$ cat src/rtl/ab_exec_pkg.sv
// ab_exec_pkg
//   Shared definitions for the A/B execution unit: opcode encodings and
//   the controller state encoding. Imported by ab_alu and ab_exec_unit.
package ab_exec_pkg;

  // Opcode encodings (3-bit op field)
  localparam logic [2:0] OP_XOR  = 3'b000;
  localparam logic [2:0] OP_SHR  = 3'b001;
  localparam logic [2:0] OP_MOV  = 3'b010;
  localparam logic [2:0] OP_EXCH = 3'b011;
  localparam logic [2:0] OP_ADD  = 3'b100;
  localparam logic [2:0] OP_SUB  = 3'b101;
  localparam logic [2:0] OP_OR   = 3'b110;
  localparam logic [2:0] OP_AND  = 3'b111;

  // Controller state: IDLE accepts work, SHIFT runs a multi-cycle SHR
  typedef enum logic {
    IDLE  = 1'b0,
    SHIFT = 1'b1
  } state_t;

endpackage

$ cat src/rtl/ab_alu.sv
// ab_alu
//   Combinational result logic for every single-cycle instruction.
//   SHR is passed through unchanged here (the shamt=0 case); multi-bit
//   shifts are sequenced by the top level.
// Ports:
//   op       in   3      opcode
//   ra, rb   in   WIDTH  current architectural registers
//   next_ra  out  WIDTH  value to write into RA
//   next_rb  out  WIDTH  value to write into RB
//   carry    out  1      carry / borrow flag (0 for logic/move ops)
//   zero     out  1      zero flag of the written result
module ab_alu
  import ab_exec_pkg::*;
#(
  parameter int WIDTH = 16
) (
  input  logic [2:0]       op,
  input  logic [WIDTH-1:0] ra,
  input  logic [WIDTH-1:0] rb,
  output logic [WIDTH-1:0] next_ra,
  output logic [WIDTH-1:0] next_rb,
  output logic             carry,
  output logic             zero
);

  // Extended-width sum/difference: the top bit is carry-out for ADD and
  // the borrow (ra < rb unsigned) for SUB.
  logic [WIDTH:0] sum_ext;
  logic [WIDTH:0] diff_ext;

  assign sum_ext  = {1'b0, ra} + {1'b0, rb};
  assign diff_ext = {1'b0, ra} - {1'b0, rb};

  always_comb begin
    next_ra = ra;
    next_rb = rb;
    carry   = 1'b0;
    case (op)
      OP_ADD: begin
        next_ra = sum_ext[WIDTH-1:0];
        carry   = sum_ext[WIDTH];
      end
      OP_SUB: begin
        next_ra = diff_ext[WIDTH-1:0];
        carry   = diff_ext[WIDTH];
      end
      OP_OR:   next_ra = ra | rb;
      OP_AND:  next_ra = ra & rb;
      OP_XOR:  next_ra = ra ^ rb;
      OP_MOV:  next_rb = ra;
      OP_EXCH: begin
        next_ra = rb;
        next_rb = ra;
      end
      default: begin
        // OP_SHR with zero shift amount: registers unchanged, carry 0
        next_ra = ra;
        next_rb = rb;
      end
    endcase
  end

  // MOV is the only op whose meaningful result lands in RB
  assign zero = (op == OP_MOV) ? (next_rb == '0) : (next_ra == '0);

endmodule

$ cat src/rtl/ab_exec_unit.sv
// ab_exec_unit
//   Two-register (RA/RB) execution unit. Instructions arrive on a
//   valid/ready handshake; most retire in one cycle, SHR with a non-zero
//   shift amount shifts RA right one bit per cycle. Direct loads of RA/RB
//   are honoured only while idle and take priority over instructions.
// Ports:
//   clk, rst        clock, asynchronous active-high reset
//   in_valid        instruction present on op/shamt
//   in_ready        unit can accept an instruction this cycle
//   op, shamt       opcode and SHR shift amount
//   ld_a, ld_b      load RA / RB from ld_data (idle only)
//   ld_data         load value
//   ra, rb          architectural registers
//   done            one-cycle pulse per retired instruction
//   carry, zero     flags of the last retired instruction
module ab_exec_unit
  import ab_exec_pkg::*;
#(
  parameter int WIDTH   = 16,
  parameter int SHAMT_W = 4
) (
  input  logic               clk,
  input  logic               rst,
  input  logic               in_valid,
  output logic               in_ready,
  input  logic [2:0]         op,
  input  logic [SHAMT_W-1:0] shamt,
  input  logic               ld_a,
  input  logic               ld_b,
  input  logic [WIDTH-1:0]   ld_data,
  output logic [WIDTH-1:0]   ra,
  output logic [WIDTH-1:0]   rb,
  output logic               done,
  output logic               carry,
  output logic               zero
);

  state_t             state_q, state_d;
  logic [SHAMT_W-1:0] cnt_q, cnt_d;
  logic [WIDTH-1:0]   ra_q, ra_d;
  logic [WIDTH-1:0]   rb_q, rb_d;
  logic               done_q, done_d;
  logic               carry_q, carry_d;
  logic               zero_q, zero_d;

  logic [WIDTH-1:0]   alu_ra;
  logic [WIDTH-1:0]   alu_rb;
  logic               alu_carry;
  logic               alu_zero;
  logic [WIDTH-1:0]   ra_shifted;
  logic               accept;

  ab_alu #(
    .WIDTH(WIDTH)
  ) u_alu (
    .op      (op),
    .ra      (ra_q),
    .rb      (rb_q),
    .next_ra (alu_ra),
    .next_rb (alu_rb),
    .carry   (alu_carry),
    .zero    (alu_zero)
  );

  // Pending loads block instructions so a load and an instruction never
  // both target RA/RB at the same edge.
  assign in_ready   = (state_q == IDLE) && !ld_a && !ld_b;
  assign accept     = in_valid && in_ready;
  assign ra_shifted = ra_q >> 1;

  always_comb begin
    state_d = state_q;
    cnt_d   = cnt_q;
    ra_d    = ra_q;
    rb_d    = rb_q;
    carry_d = carry_q;
    zero_d  = zero_q;
    done_d  = 1'b0;
    case (state_q)
      IDLE: begin
        if (ld_a || ld_b) begin
          if (ld_a) ra_d = ld_data;
          if (ld_b) rb_d = ld_data;
        end else if (accept) begin
          if ((op == OP_SHR) && (shamt != '0)) begin
            state_d = SHIFT;
            cnt_d   = shamt;
          end else begin
            ra_d    = alu_ra;
            rb_d    = alu_rb;
            carry_d = alu_carry;
            zero_d  = alu_zero;
            done_d  = 1'b1;
          end
        end
      end
      SHIFT: begin
        // One bit per cycle; carry tracks the bit just shifted out
        ra_d    = ra_shifted;
        carry_d = ra_q[0];
        cnt_d   = cnt_q - 1'b1;
        if (cnt_q == SHAMT_W'(1)) begin
          state_d = IDLE;
          zero_d  = (ra_shifted == '0);
          done_d  = 1'b1;
        end
      end
      default: state_d = IDLE;
    endcase
  end

  always_ff @(posedge clk or posedge rst) begin
    if (rst) begin
      state_q <= IDLE;
      cnt_q   <= '0;
      ra_q    <= '0;
      rb_q    <= '0;
      done_q  <= 1'b0;
      carry_q <= 1'b0;
      zero_q  <= 1'b0;
    end else begin
      state_q <= state_d;
      cnt_q   <= cnt_d;
      ra_q    <= ra_d;
      rb_q    <= rb_d;
      done_q  <= done_d;
      carry_q <= carry_d;
      zero_q  <= zero_d;
    end
  end

  assign ra    = ra_q;
  assign rb    = rb_q;
  assign done  = done_q;
  assign carry = carry_q;
  assign zero  = zero_q;

endmodule

$ cat config.mk
export PLATFORM = sky130hd
export DESIGN_NAME = ab_exec_unit
export DESIGN_NICKNAME = d
export VERILOG_FILES = /design/src/rtl/ab_exec_pkg.sv /design/src/rtl/ab_alu.sv /design/src/rtl/ab_exec_unit.sv
export SDC_FILE = /design/constraint.sdc
export NUM_CORES = 1
export LEC_CHECK = 0
export CORE_AREA = 8 8 131 133
export DETAILED_ROUTE_END_ITERATION = 12
export DIE_AREA = 0 0 139 141
export DONT_BUFFER_PORTS = 1
export PLACE_DENSITY = 0.58
export SYNTH_ARGS = -nofsm -noshare
export SYNTH_HDL_FRONTEND = slang
export SYNTH_SLANG_ARGS = --single-unit
export TNS_END_PERCENT = 1
$ cat constraint.sdc
create_clock -name clk -period 2.7 [get_ports clk]
set_input_delay 0.405 -clock clk [delete_from_list [all_inputs] [get_ports clk]]
set_output_delay 0.405 -clock clk [all_outputs]
set_load 0.02 [all_outputs]
# Yosys cells after proc, flatten, opt, wreduce, memory -nomap -nowiden
# Cells that the tools add are included.
[totals]
reg_bits = 40
output_inout_bits = 36
elab_cells = 87
[classes]
n_addsub = 3
n_eq_ne = 18
mux = 36
bitwise = 4
n_reduce_logical = 19
[ops]
columns = ["operator", "count"]
rows = [
  ["two-way mux 16 bit", 9],
  ["one-hot mux 16 bit (6 select lines)", 1],
  ["logical NOT 16 bit", 3],
  ["one-hot mux 16 bit (2 select lines)", 1],
  ["adder 16 x 16 -> 17 bit", 1],
  ["subtractor 16 x 16 -> 17 bit", 1],
  ["bitwise AND 16 bit", 1],
  ["two-way mux 1 bit", 16],
  ["OR 16 bit", 1],
  ["bitwise XOR 16 bit", 1],
  ["equality test 3 bit, second input constant", 4],
  ["two-way mux 4 bit", 3],
  ["!= test 2 bit, second input constant", 5],
  ["one-hot mux 1 bit (2 select lines)", 5],
  ["AND reduction 3 bit", 3],
  ["one-hot mux 4 bit (2 select lines)", 1],
  ["AND reduction 4 bit", 2],
  ["equality test 3 x 2 -> 1 bit, second input constant", 2],
  ["!= test 3 bit, second input constant", 2],
  ["equality test 4 x 1 -> 1 bit, second input constant", 1],
  ["logical AND 1 bit", 4],
  ["!= test 2 x 1 -> 1 bit, second input constant", 2],
  ["nonzero test 4 bit", 1],
  ["subtractor 4 x 1 -> 4 bit, second input constant", 1],
  ["8 further kinds", 9],
]

# Longest topological paths before layout
[logic_depth]
ltp_word = 9
mapped_depth = 13
mapped_depth_nobuf = 13

# Hierarchy
# From an unflattened synthesis, not the netlist that was laid out.
[unflattened]
cells_unflattened = 689
area_unflattened_um2 = 5490.3
[modules_own_cells]
columns = ["module", "instances", "cells_each", "area_each_um2", "seq_area_each_um2"]
rows = [
  ["ab_alu", 1, 494, 3164.3, 0.0],
  ["ab_exec_unit", 1, 195, 2326.0, 1001.0],
]

# Worst setup path before layout
# Ideal clock, no wire load.
[synth_path]
path_kind = "register to register"
startpoint = "register ra_q[1] (netlist: ra[1])"
endpoint = "register ra_q[15] (netlist: ra[15])"
arrival_time_ns = 2.882
t_required_ns = 2.579
path_slack_ns = -0.303
stages_incl_launch_ff = 12
period_less_slack_ns = 3.003
path_cell_list = "dfrtp_1 -> inv_1 -> ha_1 -> a211o_1 -> a211o_1 -> and4_4 -> a211o_1 -> a211oi_2 -> o31ai_1 -> a311oi_2 -> o31ai_1 -> a22o_1"
[synth_between]
elab_chain_len = 6
[synth_lines]
columns = ["element", "line", "source"]
rows = [
  ["start, declared", "ab_exec_unit.sv:40", "logic [WIDTH-1:0] ra_q, ra_d;"],
  ["start signal, assigned", "ab_exec_unit.sv:124", "ra_q <= ra_d;"],
  ["subtractor 16 x 16 -> 17 bit or adder 16 x 16 -> 17 bit (tied branches)", "ab_alu.sv:32, ab_alu.sv:31", ""],
  ["one-hot mux 16 bit (6 select lines) *", "ab_alu.sv:38", "case (op)"],
  ["two-way mux 16 bit *", "ab_exec_unit.sv:85", "if ((op == OP_SHR) && (shamt != '0)) begin"],
  ["two-way mux 16 bit *", "ab_exec_unit.sv:84", "end else if (accept) begin"],
  ["two-way mux 16 bit *", "ab_exec_unit.sv:81", "if (ld_a || ld_b) begin"],
  ["one-hot mux 16 bit (2 select lines) *", "ab_exec_unit.sv:79", "case (state_q)"],
]
# Every way passes the cells marked *; elsewhere a longest branch is shown, timed or not. The select of a mux whose other input is x is not followed.
# A chain may end at the register's enable or synchronous reset.

# Final worst setup path
[layout_path]
startpoint = "register rb_q[8] (netlist: rb[8])"
endpoint = "register ra_q[12] (netlist: ra[12])"
[layout_between]
elab_chain_len = 6
[layout_lines]
columns = ["element", "line", "source"]
rows = [
  ["start, declared", "ab_exec_unit.sv:41", "logic [WIDTH-1:0] rb_q, rb_d;"],
  ["start signal, assigned", "ab_exec_unit.sv:125", "rb_q <= rb_d;"],
  ["subtractor 16 x 16 -> 17 bit or adder 16 x 16 -> 17 bit (tied branches)", "ab_alu.sv:32, ab_alu.sv:31", ""],
  ["one-hot mux 16 bit (6 select lines) *", "ab_alu.sv:38", ""],
  ["two-way mux 16 bit *", "ab_exec_unit.sv:85", ""],
  ["two-way mux 16 bit *", "ab_exec_unit.sv:84", ""],
  ["two-way mux 16 bit *", "ab_exec_unit.sv:81", ""],
  ["one-hot mux 16 bit (2 select lines) *", "ab_exec_unit.sv:79", ""],
]
# Marked as above.

==> flow_summary.ini <==
[setup_path]
rrSetupSlack_ps = -310
crit_arrival_ps = 3180
path_class = reg2reg
rr_startpoint = rb[8]$_DFFE_PP0P_
critPathLaunch = rb[8]$_DFFE_PP0P_
required_ps = 2870
endpoint_kind = flip-flop
cp-start-kind = flip-flop
cp_max_fo = 11

[pwr]
clkPwrFrac = 0.068
switching_share = 0.5107
power_w = 0.01010
p_per_area_nw_per_um2 = 1462
internal_power_w = 0.004943
combPwrFrac = 0.815
ir_drop_mv = 0.6610
leakage_nw = 3.031
p_seq_frac = 0.117
p_sw_w = 0.005160

[global_route]
grt_max_degree = 49
antenna_found_initial = 0
grt_pass1_vias = 5938
overflow = 0
grt_pass1_wl_mm = 34.27
grt_usage = 0.2209

[sta]
clock.fmax_mhz = 332.6
finalHoldViolations = 0
period_minus_slack_ps = 3007
setup_ws_ps = -306.6
rsz0062_at_grt = yes
skew_ps = 7.378
setup_viol = 12
tightest_slew_ps = 899.4
min_period_over_period = 1.114
slew_violations = 0
holdWs_ps = 185.9
slew-limit-headroom = 0.3995

[cts]
hold_buffers = 0
clk_pin_slew_worst_paths_ps = 60
cts_buffer_depth = 2
numCtsBuffers = 5
clk_latency_ps = 290
cts_tree = done
htree_num_levels = 2
clkSinkCount = 40
root_buffer = clkbuf_16

[placement]
port_buffers = 0
globalplace.congestion = 0.9849
dpl.hpwl_mm = 17.12
pre_cts_ws_ps = -312.1
placed_cell_area_um2 = 6449

[job]
maxCapViolCount = 0

[synth]
synth_seq_area_share = 0.1934
synthDistinctLibCells = 81
synth.cell_area_um2 = 5175
synth_edf_count = 0
synth_fp_nets = 768
yosys_warnings = 0
synthArstFlopShare = 1.000
ys_ff_latch = 40
yosys.area.top_type = dfrtp_1
postSynthAreaPerCell_um2 = 7.555
yosys-top-cells-area = dfrtp_1 (19%), ha_1 (13%), o21ai_0 (5.8%)
synthFlopType = dfrtp_1
netlist_instances = 685
netlist.area_leader.share = 0.1934

[run_status]
failed_checks = negative setup slack
status = finished with violations

[detailed_routing]
vias = 6152
drtAntennaViolNets = 0
via_per_inst = 6.177
route.detailed.drc = 0
drt_iter0_drc = 681
first_pass_iters = 6
wl_mm = 22.48
wire_per_inst_um = 22.57

[floorplanning]
num_rows = 45
ioPinCount = 64
fp.dieArea_um2 = 19600
die_y_um = 141
die_width_um = 139
core-area_um2 = 14980
initial_core_util = 0.3455

[finish]
design_area_um2 = 6910
area_growth_pct = 33.53
fin_nets = 890
fillers = 1523
antenna_cells = 0
final_util = 0.4614
final_common_cell = buf_4
final_cell_mix = buf_4 (158), nor2_1 (60), o21ai_0 (55)
drive_gt1_frac = 0.3379

[min_path]
hold_path_class = in2async
registers in the layout, indices dropped and copies added (netlist names):
name and count:
rb 16, done 1, ra 16, cnt_q 4, state_q 1, carry 1, zero 1
path summary, 6_finish.rpt:
kind                                        end  cells past startpoint
max in group asynchronous     ra[7]$_DFFE_PP0P_                      1
min                          rb[14]$_DFFE_PP0P_                      1
min reg2reg                cnt_q[2]$_DFFE_PP0P_                      1
max                          ra[12]$_DFFE_PP0P_                     13
max reg2reg                  ra[12]$_DFFE_PP0P_                     13
min in group clk           cnt_q[0]$_DFFE_PP0P_                      2
critical path, stage by stage, from the launching register on:
cell      delay [ps]
dfrtp_2          360
inv_1             90
ha_1             310
buf_4            190
nor2_1            60
a2111o_1         480
a32oi_1          240
a31oi_1          140
buf_4            150
o21ai_0          140
a31oi_1          180
o21ai_2          180
a31oi_1          110
mux2_4           280
final cells by class:
type	count	area, µm²	share of cell area
clock buffers	6	128.9	0.01865
inverters	54	207.7	0.03006
flip-flops and latches	40	1028	0.1488
multi-input cells	546	4058	0.5872
well taps	188	235.2	0.03404
clock inverters	2	35.03	0.005070
repair buffers	160	1217	0.1762
cell usage after synthesis, drive strengths merged (4+ instances only):
cell and count:
o21ai 65, nor2 64, inv 54, nand2 54, ha 53, a21oi 49
dfrtp 40, buf 23, o22ai 23, clkbuf 22, nor3 19, a31oi 16
a211oi 13, o211ai 12, nand3 11, nor2b 10, nand2b 9, nor4 9
a21o 8, mux2i 8, a211o 7, or2 7, or3 7, a2111oi 6
and3 6, o31ai 6, a221oi 5, nand4 5, a22o 4, a32oi 4
o2111ai 4, xnor2 4
kinds of logic after synthesis:
family,Yosys count,share of synthesized area
mux,11,0.02200
simple gates,215,0.2089
compound gates,259,0.3496
flops,40,0.1934
fa+ha+maj,55,0.1359
buf+inv,99,0.08003
xor+xnor,6,0.01015
routing by layer:
| layer | vias to the layer above | part of all wire | global-route usage |
|---|---|---|---|
| met5 | - | 0 | 0 |
| met4 | 0 | 0.027 | 0.07279 |
| met3 | 42 | 0.11 | 0.05773 |
| met2 | 335 | 0.45 | 0.3516 |
| met1 | 2995 | 0.41 | 0.2850 |
| li1 | 2780 | - | - |
power by group through the flow:
stage	registers (W)	clock network, W	logic [W]
detailed placement	0.00118	0	0.00745
global route	0.00122	0.000710	0.00882
finish	0.00118	0.000690	0.00824
global placement	0.00116	0	0.00743
CTS	0.00117	0.000698	0.00781
floorplan	0.00156	0	0.00399
stage by stage:
step | setup TNS, ps | instances
2_1_floorplan | -41.00 | 685
3_3_place_gp | -1595 | 977
3_5_place_dp | -2004 | 977
4_1_cts | -1459 | 991
5_1_grt | -3268 | 996
6_report | -2094 | 996
what timing repair did:
item / in CTS / in global routing
resized for setup: 23 / 28
endpoints found under the setup margin: 12 / 14
pin swaps: 10 / 31
setup buffers: 6 / 6
Power figures use the tool's default switching activity.
